$ cat src/rtl/fifo_pkg.sv
// rtl/fifo_pkg.sv - shared FIFO sizing helpers and elaboration-time parameter checks
`ifndef FIFO_PKG_SV
`define FIFO_PKG_SV

package fifo_pkg;

    function automatic int clog2(input int value);
        int result;
        int v;
        result = 0;
        v = value - 1;
        while (v > 0) begin
            result++;
            v = v >> 1;
        end
        return result;
    endfunction

    // Pointers carry one extra wrap bit above the address.
    function automatic int ptr_width(input int depth);
        return clog2(depth) + 1;
    endfunction

    // Level must represent 0..depth inclusive.
    function automatic int level_width(input int depth);
        return clog2(depth) + 1;
    endfunction

    function automatic bit is_pow2(input int value);
        return (value > 0) && ((value & (value - 1)) == 0);
    endfunction

endpackage

`define FIFO_CHECK_DEPTH(depth) \
    if (!fifo_pkg::is_pow2(depth) || ((depth) < 4)) begin : g_bad_depth \
        $error("FIFO depth must be a power of two and at least 4"); \
    end

`define FIFO_CHECK_LEVELS(depth, af, ae) \
    if (((af) < 1) || ((af) > (depth)) || ((ae) < 0) || ((ae) > ((depth) - 1))) begin : g_bad_levels \
        $error("FIFO almost-full/almost-empty thresholds out of range"); \
    end

`endif

$ cat src/rtl/sync_fifo_mem.sv
// rtl/sync_fifo_mem.sv - DEPTH x WIDTH dual-port RAM, one write port, one registered read port
module sync_fifo_mem #(
    parameter int WIDTH  = 8,
    parameter int DEPTH  = 16,
    parameter int ADDR_W = 4
) (
    input  logic              clk,
    input  logic              rst_n,
    input  logic              we,
    input  logic [ADDR_W-1:0] waddr,
    input  logic [WIDTH-1:0]  wdata,
    input  logic              re,
    input  logic [ADDR_W-1:0] raddr,
    output logic [WIDTH-1:0]  rdata
);

    logic [WIDTH-1:0] mem [DEPTH];

    always_ff @(posedge clk) begin
        if (we) begin
            mem[waddr] <= wdata;
        end
    end

    // Only the read register is reset; array contents are never visible after reset.
    always_ff @(posedge clk or negedge rst_n) begin
        if (!rst_n) begin
            rdata <= '0;
        end else if (re) begin
            rdata <= mem[raddr];
        end
    end

endmodule

$ cat src/rtl/sync_fifo_flags.sv
// rtl/sync_fifo_flags.sv - single-clock FIFO with level, thresholds and sticky errors; SYNC_FIFO_FWFT_EN selects FWFT reads
module sync_fifo_flags
    import fifo_pkg::*;
#(
    parameter int WIDTH    = 8,
    parameter int DEPTH    = 16,
    parameter int AF_LEVEL = 12,
    parameter int AE_LEVEL = 2,
    localparam int ADDR_W  = clog2(DEPTH)
) (
    input  logic              clk,
    input  logic              rst_n,
    input  logic              winc,
    input  logic [WIDTH-1:0]  wdata,
    input  logic              rinc,
    output logic [WIDTH-1:0]  rdata,
    input  logic              clr_err,
    output logic              wfull,
    output logic              rempty,
    output logic              walmost_full,
    output logic              ralmost_empty,
    output logic [ADDR_W:0]   level,
    output logic              overflow,
    output logic              underflow
);

    localparam int PTR_W = ptr_width(DEPTH);
    localparam int LVL_W = level_width(DEPTH);
    localparam logic [LVL_W-1:0] LVL_FULL = LVL_W'(DEPTH);
    localparam logic [LVL_W-1:0] LVL_AF   = LVL_W'(AF_LEVEL);
    localparam logic [LVL_W-1:0] LVL_AE   = LVL_W'(AE_LEVEL);
    localparam logic [LVL_W-1:0] LVL_ONE  = LVL_W'(1);
    localparam logic [PTR_W-1:0] PTR_ONE  = PTR_W'(1);

    `FIFO_CHECK_DEPTH(DEPTH)
    `FIFO_CHECK_LEVELS(DEPTH, AF_LEVEL, AE_LEVEL)

    logic [PTR_W-1:0] wr_ptr;
    logic [PTR_W-1:0] rd_ptr;
    logic [LVL_W-1:0] level_next;
    logic             wr_acc;
    logic             rd_acc;
    logic             mem_re;
    logic             rempty_next;

    assign wr_acc = winc && !wfull;
    assign rd_acc = rinc && !rempty;

    always_comb begin
        level_next = level;
        if (wr_acc && !rd_acc) begin
            level_next = level + LVL_ONE;
        end else if (rd_acc && !wr_acc) begin
            level_next = level - LVL_ONE;
        end
    end

`ifdef SYNC_FIFO_FWFT_EN
    // The RAM read register doubles as the one-entry output stage; it refills
    // whenever it is empty or being popped and the RAM still holds words.
    logic out_valid;
    logic out_valid_next;
    logic ram_has_data;

    assign ram_has_data   = (wr_ptr != rd_ptr);
    assign mem_re         = ram_has_data && (!out_valid || rd_acc);
    assign out_valid_next = mem_re || (out_valid && !rd_acc);
    assign rempty_next    = !out_valid_next;

    always_ff @(posedge clk or negedge rst_n) begin
        if (!rst_n) begin
            out_valid <= 1'b0;
        end else begin
            out_valid <= out_valid_next;
        end
    end
`else
    assign mem_re      = rd_acc;
    assign rempty_next = (level_next == '0);
`endif

    always_ff @(posedge clk or negedge rst_n) begin
        if (!rst_n) begin
            wr_ptr        <= '0;
            rd_ptr        <= '0;
            level         <= '0;
            wfull         <= 1'b0;
            rempty        <= 1'b1;
            walmost_full  <= 1'b0;
            ralmost_empty <= 1'b1;
            overflow      <= 1'b0;
            underflow     <= 1'b0;
        end else begin
            if (wr_acc) begin
                wr_ptr <= wr_ptr + PTR_ONE;
            end
            if (mem_re) begin
                rd_ptr <= rd_ptr + PTR_ONE;
            end
            level         <= level_next;
            wfull         <= (level_next == LVL_FULL);
            rempty        <= rempty_next;
            walmost_full  <= (level_next >= LVL_AF);
            ralmost_empty <= (level_next <= LVL_AE);
            overflow      <= (winc && wfull) || (overflow && !clr_err);
            underflow     <= (rinc && rempty) || (underflow && !clr_err);
        end
    end

    sync_fifo_mem #(
        .WIDTH  (WIDTH),
        .DEPTH  (DEPTH),
        .ADDR_W (ADDR_W)
    ) u_mem (
        .clk   (clk),
        .rst_n (rst_n),
        .we    (wr_acc),
        .waddr (wr_ptr[ADDR_W-1:0]),
        .wdata (wdata),
        .re    (mem_re),
        .raddr (rd_ptr[ADDR_W-1:0]),
        .rdata (rdata)
    );

endmodule

$ cat config.mk
export PLATFORM = sky130hd
export DESIGN_NAME = sync_fifo_flags
export DESIGN_NICKNAME = d
export VERILOG_FILES = /design/src/rtl/fifo_pkg.sv /design/src/rtl/sync_fifo_mem.sv /design/src/rtl/sync_fifo_flags.sv
export SDC_FILE = /design/constraint.sdc
export NUM_CORES = 1
export LEC_CHECK = 0
export BUFFER_PORTS_ARGS = -buffer_cell sky130_fd_sc_hd__buf_4
export CAP_MARGIN = 20
export CORE_MARGIN = 5
export CORE_UTILIZATION = 55
export CTS_CLUSTER_DIAMETER = 50
export DETAILED_ROUTE_END_ITERATION = 7
export GPL_ROUTABILITY_DRIVEN = 0
export PLACE_DENSITY = 0.76
export RECOVER_POWER = 100
export SLEW_MARGIN = 30
export SYNTH_ARGS = -nofsm -noshare
export SYNTH_HDL_FRONTEND = slang
export SYNTH_SLANG_ARGS = --single-unit
$ cat constraint.sdc
create_clock -name clk -period 3.9 [get_ports clk]
set_input_delay 0.39 -clock clk [delete_from_list [all_inputs] [get_ports clk]]
set_output_delay 0.39 -clock clk [all_outputs]
set_load 0.05 [all_outputs]
Word-level counts from Yosys, hierarchy flattened
Memories as Yosys holds them, arrays and structs flattened. A register that Yosys moved wholly into a read port is not among the register bits.
Index checks and enable logic that the tools add are counted.
{ "op_classes": {"add_sub_neg": 4, "order_cmp": 2, "n_eq_ne": 1, "muxes": 4, "reduce_logical": 17} }
{ "op_table": {"columns": ["operator", "count"], "rows": [
  ["5-bit by 1-bit adder with 5-bit output, second input constant", 3],
  ["5-bit two-way mux", 2],
  ["1-bit logical AND", 8],
  ["1-bit logical NOT", 6],
  ["5-bit equality test, second input constant", 1],
  ["5-bit by 4-bit greater-or-equal comparator with 1-bit output, second input constant", 1],
  ["5-bit by 2-bit <= comparator with 1-bit output, second input constant", 1],
  ["5-bit logical NOT", 1],
  ["5-bit by 1-bit subtractor with 5-bit output, second input constant", 1],
  ["1-bit logical OR", 2],
  ["1-bit two-way mux", 2]
]} }
{ "word_totals": {"register_bits": 21, "ram_bits": 128, "in_bits": 13, "out_inout_bits": 19, "wordCells": 38, "memories": 1} }
{ "mem_list": {"columns": ["memory", "depth", "word_bits", "rd", "rd_ports_with_merged_regs", "write_ports", "line", "source"], "rows": [
  ["u_mem.mem", 16, 8, 1, 1, 1, "sync_fifo_mem.sv:17", "logic [WIDTH-1:0] mem [DEPTH];"]
]} }

Logic depth before layout (Yosys ltp)
Gate-level depths: netlist of run 1.
{ "depth": {"depth_word": 7, "ltp_mapped": 8, "mapped_depth_nobuf": 6} }

Cells and area by module
A second synthesis of run 1 with hierarchy kept.
{ "hier_totals": {"cells_unflattened": 334, "area_unflattened_um2": 6287.3} }
{ "by_module_without_submodules": {"columns": ["module", "instances", "cells_each", "area_each_um2", "seq_area_each_um2"], "rows": [
  ["sync_fifo_mem", 1, 240, 5331.4, 4043.9],
  ["sync_fifo_flags", 1, 94, 955.9, 478.0]
]} }

Least setup slack after synthesis of run 1
OpenSTA, ideal clock, no wires.
{ "synth_timing": {"path_type": "reg2reg", "startpoint": "register level[1]", "endpoint": "register ralmost_empty", "setup_ps": 105, "arrival_ps": 1891, "t_required_ps": 3795, "slack_ps": 1904, "path_stages_with_launch": 7, "path_buffers": 0, "period_less_slack_ps": 1996, "cell_sequence": "dfrtp_1 -> ha_1 -> nand3_1 -> nor3_1 -> a31oi_4 -> xnor2_2 -> a2111oi_2"} }
{ "synth_via": {"elab_chain_cells": 4, "word_cells_on_any_way": 5, "cone_classes": "add/sub: 2; order compare: 1; mux: 2"} }
{ "synth_lines": {"columns": ["item", "line", "source"], "rows": [
  ["start, declared", "sync_fifo_flags.sv:22", "output logic [ADDR_W:0] level,"],
  ["start signal, assigned", "sync_fifo_flags.sv:100", "level <= level_next;"],
  ["5-bit by 1-bit subtractor with 5-bit output", "sync_fifo_flags.sv:54", "level_next = level - LVL_ONE;"],
  ["5-bit two-way mux", "sync_fifo_flags.sv:53", "end else if (rd_acc && !wr_acc) begin"],
  ["5-bit two-way mux *", "sync_fifo_flags.sv:51", "if (wr_acc && !rd_acc) begin"],
  ["net level_next[4]", "sync_fifo_flags.sv:40", "logic [LVL_W-1:0] level_next;"],
  ["5-bit by 2-bit <= comparator with 1-bit output *", "sync_fifo_flags.sv:104", "ralmost_empty <= (level_next <= LVL_AE);"],
  ["end signal, assigned", "sync_fifo_flags.sv:104", null],
  ["end, declared", "sync_fifo_flags.sv:21", "output logic ralmost_empty,"]
]} }
The timed path passes the listed nets; every way through them passes the cells marked *.
A chain may end at the register's enable or synchronous reset.

==> metrics.cfg, run 1 <==
[outcome]
run_status=finished with violations
violations=max-capacitance violations, max-slew violations

[logic_synthesis]
syn-num-nets=418
synth_edf_count=128
synth-seq-cells=155
synthXorXnorAreaFrac_pct=1.72
syn-instance-count=398
synth_area_leaders=edfxtp_1, mux2i_1, dfrtp_1
mappedNetlistArea_um2=6390
syn_avg_cell_area_um2=16.0
synthAdderAreaFrac_pct=1.37
yosysTopAreaCellShare_pct=60.2
yosysSeqAreaShare_pct=70.8
synthFlopType=edfxtp_1
async_flop_share_pct=17.4
synth.area.mux_share_pct=10.0
ys_types=40
synthSimpleGateAreaFrac_pct=7.13
synth_common_cells=edfxtp_1, mux2i_1, dfrtp_1
synth_warnings=0
yosys.area.top_type=edfxtp_1
synth_top_family_by_area=multiplexers
synth.most_common_cell=edfxtp_1
synth_compound_area_share_pct=5.94

[routing]
ant_nets=0
drt-initial-drc-count=489
via_per_inst=6.09
drc=0
vias=3576
wl_um=13100
wl_per_cell_um=22.4
drt_first_pass_iters=5

[layout]
fillers=847
fin_area_um2=7180
area_growth_pct=12.4
n_antenna_cell=0
utilization_pct=62.8
multi_input_area_um2=1630
seq_area_um2=4520
drive_gt1_share_pct=9.01
nets=451

[floorplanning]
fp.dieH_um=118
initial_core_util_pct=55.9
top_level_ports=32
die_x_um=118
core-area_um2=11400
die_area_um2=13900
placementRows=39

[clock_network]
h-tree-depth=4
cts-root-buf=clkbuf_16
clock_path_buffers=2
cts_tree=done
clock-sinks=155
postCtsSetupBuffers=0
cts-buffers-inserted=17
worstSkewPairLatency_ns=0.41
clk_pin_slew_ns=0.06

[timing]
rsz0062_at_grt=false
finalCritPeriodShare_pct=75.3
max_freq_ghz=0.341
worst_slew_pin_slew_ns=1.83
setup_tns_ns=0
finClkSkew_ns=0.0104
fin_crit_ns=2.94
finalHoldViolCount=0
finalMaxSlewViolations=61
finalSetupViolations=0
holdWs_ns=0.168
max_slew_margin_pct=-22.0

[placed_design]
placed_area_um2=6650
dp_hpwl_um=7870
portBuffers=31

[worst_setup_path]
critPathSlowestCell=dfrtp_1
cp_data_required_time_ns=4.15
cpMostUsedCell=o21ai_0
start_kind=flip-flop
max_stage_delay_ns=1.58
path_cells=buf_12 > mux2i_1 > o21ai_0 > or4_1 > o21ai_0 > a21oi_1
arrival_ns=3.18
end_kind=flip-flop
r2r_cells=6
crit_path_max_fanout=35
crit_type=flip-flop to flip-flop

[global_routing]
grt_start_max_net_pins=36
grt.total_usage_pct=18.7
grt_first_pass_wirelength_um=20000
first_global_vias=3563
grt_overflow=0
antenna_found_initial=0

[pwr]
ir_drop_mv=0.499
p_per_area_nw_per_um2=822
leakage_uw=0.00258

[worst_hold_path]
holdPathStages=2
hold_class=primary input to flip-flop

[job]
maxCapViolations=2

-- flip-flops by register name, summed over array words and instances, names as in the netlist --
name,cells
walmost_full,1
overflow,1
u_mem.rdata,8
level,5
ralmost_empty,1
rd_ptr,4
wfull,1
wr_ptr,4
rempty,1
u_mem.mem,128
underflow,1
-- layout by cell type, fill, tap and decap left out, types with 7 or more instances in the layout --
master,netlist,layout
and2_0,0,16
o21ai_0,19,19
a21oi_1,8,8
mux2i_1,64,64
xnor2_1,7,10
o22ai_1,24,24
clkbuf_1,3,28
nor2_1,15,16
dfrtp_1,25,25
nor3_1,12,12
nand2_1,10,10
ha_1,7,7
edfxtp_1,128,128
clkbuf_16,0,17
or4_1,7,7
-- layout make-up --
type                    count  area share, %
clock inverters            13           2.95
inverters                   6          0.314
clock buffers              19           6.31
well taps                 143           2.49
multi-input cells         218           22.7
repair buffers             33           2.20
flip-flops and latches    155           63.0
-- cell families (layout without fill, tap and decap cells) --
logic type / Yosys count / in the layout
and+or+nand+nor: 78 / 78
AOI/OAI and AO/OA: 59 / 59
xor gates and xnor gates: 10 / 10
adders and majority gates: 7 / 7
buffers and inverters: 25 / 71
DFF: 155 / 155
muxes: 64 / 64
-- critical path: cells and delay by family, from the launching register on --
kind | cells | cell delay (ns)
DFF | 1 | 1.58
and+or+nand+nor | 1 | 0.42
buffers and inverters | 1 | 0.36
AOI/OAI and AO/OA | 3 | 0.23
muxes | 1 | 0.21
-- report_power, final --
part / switching, uW / internal (uW) / total (uW)
Clock: 646 / 1180 / 1820
Sequential: 297 / 2070 / 2370
Combinational: 1120 / 593 / 1710
Total: 2060 / 3840 / 5900
-- repair_timing --
action | 4_1_cts | 5_1_grt
resized for setup | 0 | 0
hold buffers | 1 | 0
hold endpoints to repair | 25 | 0
-- per-stage QoR --
stage	setup WS, ns	power (uW)	instances
after floorplan	1.90	3740	398
final	0.964	5900	587
after global placement	1.75	4120	554
after CTS	1.72	6000	587
after detailed placement	1.71	4180	554
after global routing	0.800	6130	587
-- path summary, 6_finish.rpt --
kind / start / end / slack, ns
max: rd_ptr[0] / u_mem.rdata[1] / 0.96
min: clr_err / overflow / 0.17
max reg2reg: rd_ptr[0] / u_mem.rdata[1] / 0.96
min reg2reg: underflow / underflow / 0.53
max in group asynchronous: rst_n / u_mem.rdata[1] / 1.97
min in group asynchronous: rst_n / walmost_full / 0.95
-- per-layer routing --
metal	global-route usage [%]	routed length, um
met2	30.6	6460
met1	24.9	5460
met4	5.45	235
met3	5.00	975
met5	0	0
No activity file was read; power rests on OpenSTA's default activity.
==> run 2, diff against run 1 <==
--- a/config.mk
+++ b/config.mk
@@ -12,7 +12,7 @@
 export CTS_CLUSTER_DIAMETER = 50
 export DETAILED_ROUTE_END_ITERATION = 7
 export GPL_ROUTABILITY_DRIVEN = 0
-export PLACE_DENSITY = 0.76
+export PLACE_DENSITY = 0.79
 export RECOVER_POWER = 100
 export SLEW_MARGIN = 30
 export SYNTH_ARGS = -nofsm -noshare
==> constraint.sdc (replaced) <==
create_clock -name clk -period 2.5 [get_ports clk]
set_input_delay 0.25 -clock clk [delete_from_list [all_inputs] [get_ports clk]]
set_output_delay 0.25 -clock clk [all_outputs]
set_load 0.05 [all_outputs]
==> metrics.cfg, run 2 (synthesis results as in run 1) <==
[timing]
finalMaxSlewViolations=28
finalCritPeriodShare_pct=86.3
finalSetupViolations=0
fin_crit_ns=2.16
max_slew_margin_pct=-6.89
max_freq_ghz=0.463
finalHoldViolCount=0
setup_tns_ns=0
worst_slew_pin_slew_ns=1.60
finClkSkew_ns=0.00666
rsz0062_at_grt=false

[worst_hold_path]
holdPathStages=3
hold_class=primary input to flip-flop
worstHoldStart=winc
hold_end=overflow

[global_routing]
grt_start_max_net_pins=35
grt_overflow=0
grt_first_pass_wirelength_um=20300
first_global_vias=3549
antenna_found_initial=0
grt.total_usage_pct=19.3

[layout]
drive_gt1_share_pct=9.93
seq_area_um2=4530
reg_top3=u_mem.mem (128), u_mem.rdata (8), level (5)
nets=460
fillers=849
mostFrequentLayoutCells=edfxtp_1, mux2i_1, clkbuf_1
multi_input_area_um2=1640
n_antenna_cell=0
area_growth_pct=12.3
layout_commonest_cell=edfxtp_1
top_register=u_mem.mem
largest_reg_flops=128
utilization_pct=62.8

[routing]
vias=3500
wl_um=12800
wl_per_cell_um=21.5
drt-initial-drc-count=302
ant_nets=0
drc=0
via_per_inst=5.87
drt_first_pass_iters=5

[worst_setup_path]
r2r_cells=3
critPathSlowestCell=and2_0
cp_data_required_time_ns=2.55
worstReg2RegEnd=u_mem.mem[12][5]
crit_buf_inv=0
path_cells=and2b_1 > and3_1 > and2_0
cp_top_family=simple AND/OR/NAND/NOR gates
end_kind=flip-flop
r2r_slack_ns=0.34
start_kind=flip-flop
max_stage_delay_ns=0.60
arrival_ns=2.21
crit_type=flip-flop to flip-flop
crit_path_max_fanout=9
r2r_start=wfull

[clock_network]
postCtsSetupBuffers=0
cts-buffers-inserted=17
clk_pin_slew_ns=0.06
cts_tree=done
clock-sinks=155
h-tree-depth=4
worstSkewPairLatency_ns=0.42
clock_path_buffers=2
cts-root-buf=clkbuf_16

[floorplanning]
fp.dieH_um=118
core-area_um2=11400
die_x_um=118
initial_core_util_pct=55.9
die_area_um2=13900
placementRows=39
top_level_ports=32

[pwr]
ir_drop_mv=0.938
p_total_uw=8890
p_per_area_nw_per_um2=1240
leakage_uw=0.00258

[outcome]
run_status=finished with violations
violations=max-capacitance violations, max-slew violations

[placed_design]
portBuffers=31
dp_hpwl_um=8320

[job]
maxCapViolations=1

run 2: cell count changes in the layout (fill, tap and decap cells not counted), moves of 2 or more:
cell / before / now
buf_4: 3 / 9
clkbuf_1: 28 / 33
clkinv_2: 1 / 4
clkinv_4: 3 / 0
inv_6: 3 / 0
bufinv_16: 5 / 3
run 2: worst max path at each step:
stage / from / end / cells after the start
floorplan: level[1] / ralmost_empty / 6
global placement: rd_ptr[0] / u_mem.rdata[3] / 6
detailed placement: rd_ptr[0] / u_mem.rdata[3] / 6
CTS: rd_ptr[0] / u_mem.rdata[3] / 6
global route: rst_n / rd_ptr[0] / 2
finish: wfull / u_mem.mem[12][5] / 3
run 2: worst min-delay path, delay by kind of cell:
family	cells	cell delay, ns
AO/OA/AOI/OAI	1	0.06
buffers and inverters	1	0.09
AND/OR/NAND/NOR	1	0.04
run 2: timing repair:
item	4_1_cts	5_1_grt
endpoints found under the hold margin	26	0
resized for setup	0	0
hold buffers	2	0
run 2: area by class of cell:
class	instances	area share (%)
Clock buffer	22	6.33
Sequential cell	155	63.1
Tap cell	143	2.49
Inverter	6	0.314
Clock inverter	10	1.74
Multi-Input combinational cell	218	22.9
Timing Repair Buffer	42	3.12
run 2: metrics by stage:
| step | hold WS [ns] | cell area (um2) | setup slack, ns | cells |
|---|---|---|---|---|
| floorplan | -0.0456 | 6390 | 0.504 | 398 |
| global placement | 0.196 | 6710 | 0.508 | 562 |
| detailed placement | 0.196 | 6710 | 0.503 | 562 |
| CTS | 0.0401 | 7310 | 0.487 | 596 |
| global route | 0.0551 | 7170 | 0.205 | 596 |
| finish | 0.0568 | 7170 | 0.342 | 596 |
run 2: report_power, final:
part / switching, uW / internal [uW] / leakage (uW)
combinational: 1840 / 969 / 0.000821
clock: 925 / 1580 / 0.000283
sequential: 345 / 3240 / 0.00147
total: 3110 / 5790 / 0.00258
run 2: metal layers:
metal	global-route usage [%]	wire length (um)	part of all wire [%]	vias up
met3	5.67	694	5.4	16
met1	26.3	5560	43	1774
met2	30.0	6340	50	104
met4	6.09	204	1.6	0
met5	0	0	0	-
li1	-	-	-	1606
==> run 3, diff against run 2 <==
--- a/config.mk
+++ b/config.mk
@@ -5,14 +5,16 @@
 export SDC_FILE = /design/constraint.sdc
 export NUM_CORES = 1
 export LEC_CHECK = 0
+export ABC_AREA = 1
 export BUFFER_PORTS_ARGS = -buffer_cell sky130_fd_sc_hd__buf_4
 export CAP_MARGIN = 20
-export CORE_MARGIN = 5
+export CORE_ASPECT_RATIO = 1.4
+export CORE_MARGIN = 2
 export CORE_UTILIZATION = 55
 export CTS_CLUSTER_DIAMETER = 50
 export DETAILED_ROUTE_END_ITERATION = 7
 export GPL_ROUTABILITY_DRIVEN = 0
-export PLACE_DENSITY = 0.79
+export PLACE_DENSITY = 0.78
 export RECOVER_POWER = 100
 export SLEW_MARGIN = 30
 export SYNTH_ARGS = -nofsm -noshare
==> metrics.cfg, run 3 <==
[outcome]
run_status=finished with violations
violations=max-capacitance violations, max-slew violations

[timing]
fin_ws_ns=0.320
worst_slew_pin_slew_ns=1.59
max_freq_ghz=0.459
finClkSkew_ns=0.00703
finalCritPeriodShare_pct=87.2
finalSetupViolations=0
max_slew_margin_pct=-6.00
finalHoldViolCount=0
finalMaxSlewViolations=28
rsz0062_at_grt=false
setup_tns_ns=0
holdWs_ns=0.0445
fin_crit_ns=2.18

[placed_design]
portBuffers=31
place_ws_ns=0.481
placed_area_um2=7330
dp_hpwl_um=10300

[worst_setup_path]
start_kind=flip-flop
end_kind=flip-flop
crit_path_max_fanout=16
cp_data_required_time_ns=2.85
crit_type=flip-flop to flip-flop
arrival_ns=2.53

[clock_network]
cts_tree=done
postCtsSetupBuffers=0
cts-root-buf=clkbuf_16
clock-sinks=155
cts-buffers-inserted=17
post_cts_resized=0
clock_path_buffers=2
clk_pin_slew_ns=0.06
worstSkewPairLatency_ns=0.42
h-tree-depth=4

[global_routing]
grt_start_max_net_pins=75
use_met1_pct=27.3
first_global_vias=4923
grt.total_usage_pct=24.7
antenna_found_initial=0
grt.busiest_layer=met2
grt_first_pass_wirelength_um=25300
gr-usage-met2_pct=42.4
met3_usage_pct=5.16
grt_overflow=0

[pwr]
p_per_area_nw_per_um2=1230
leakage_uw=0.00356
p_total_uw=9700
ir_drop_mv=0.879

[logic_synthesis]
yosys.area.top_type=edfxtp_1
synth-seq-cells=155
mappedNetlistArea_um2=7060
yosysSeqAreaShare_pct=64.1
synth.most_common_cell=nand2_1
async_flop_share_pct=17.4
synthFlopType=edfxtp_1
synth_edf_count=128
ys_types=26
syn-instance-count=721
synth_common_cells=nand2_1, edfxtp_1, inv_1
synth_warnings=0
synth_area_leaders=edfxtp_1, nand2_1, dfrtp_1
syn_avg_cell_area_um2=9.79
yosysTopAreaCellShare_pct=54.5
syn-num-nets=741

[floorplanning]
initial_core_util_pct=55.6
die_area_um2=13800
core-area_um2=12700
die_x_um=99.7
top_level_ports=32
placementRows=49
fp.dieH_um=138

[layout]
largest_reg_flops=128
nets=771
drive_gt1_share_pct=7.21
fin_area_um2=7890
area_growth_pct=11.8
reg_top3=u_mem.mem (128), u_mem.rdata (8), level (5)
layout_commonest_cell=nand2_1
n_antenna_cell=0
top_register=u_mem.mem
mostFrequentLayoutCells=nand2_1, edfxtp_1, inv_1

[routing]
wl_per_cell_um=17.5
drt_first_pass_iters=5
vias=4905
drt-initial-drc-count=531
drc=0
wl_um=16100
ant_nets=0
via_per_inst=5.35

[job]
maxCapViolations=1

[worst_hold_path]
hold_class=primary input to flip-flop

==> run 3: layout make-up <==
| type | instances | area, um2 |
|---|---|---|
| Clock inverter | 12 | 244 |
| Multi-Input combinational cell | 410 | 1830 |
| Fill cell | 934 | 4800 |
| Clock buffer | 19 | 433 |
| Tap cell | 153 | 191 |
| Inverter | 128 | 480 |
| Sequential cell | 155 | 4520 |
| Timing Repair Buffer | 39 | 190 |
==> run 3: logic make-up after synthesis <==
family                     count (synthesis)  share of synthesized area (%)
xor gates and xnor gates                   7                          0.869
DFF                                      155                           64.1
AOI/OAI and AO/OA                          6                          0.461
buffers and inverters                    156                           9.70
adders and majority gates                  7                           1.24
and+or+nand+nor                          390                           23.7
==> run 3: worst paths after layout <==
kind                           startpoint        endpoint  slack [ns]  cells after the start
max                                rempty          rempty        0.32                      8
min reg2reg                u_mem.rdata[0]  u_mem.rdata[0]        0.49                      2
max in group asynchronous           rst_n       rd_ptr[0]        0.67                      2
min in group asynchronous           rst_n       underflow        0.79                      2
min                               clr_err       underflow        0.04                      2
max reg2reg                        rempty          rempty        0.32                      8
==> run 3: per-layer routing <==
metal | vias up | wire length, um
met3 | 63 | 707
li1 | 2326 | -
met5 | - | 0
met2 | 184 | 8540
met1 | 2332 | 5800
met4 | 0 | 1020
==> run 3: through the flow <==
stage / utilization, % / cells
5_1_grt: 62.2 / 916
4_1_cts: 63.2 / 916
3_3_place_gp: 57.8 / 884
2_1_floorplan: - / 721
6_report: 62.2 / 916
3_5_place_dp: 57.8 / 884
==> run 3: critical path, stage by stage, from the launching register on <==
cell	delay [ns]
dfstp_1	0.59
inv_1	0.08
nand2_1	0.51
nand2_2	0.26
nand3_1	0.16
nand2_1	0.10
nor2_1	0.18
nand3_2	0.10
nor2_1	0.13
==> run 3: power breakdown <==
group          internal (uW)  switching [uW]
logic                    866            2470
registers               3210             225
clock network           1970             970
==> run 3: what timing repair did <==
| action | 4_1_cts | 5_1_grt |
|---|---|---|
| hold buffers | 1 | 0 |
| hold endpoints to repair | 25 | 0 |
| setup endpoints to repair | 0 | 0 |
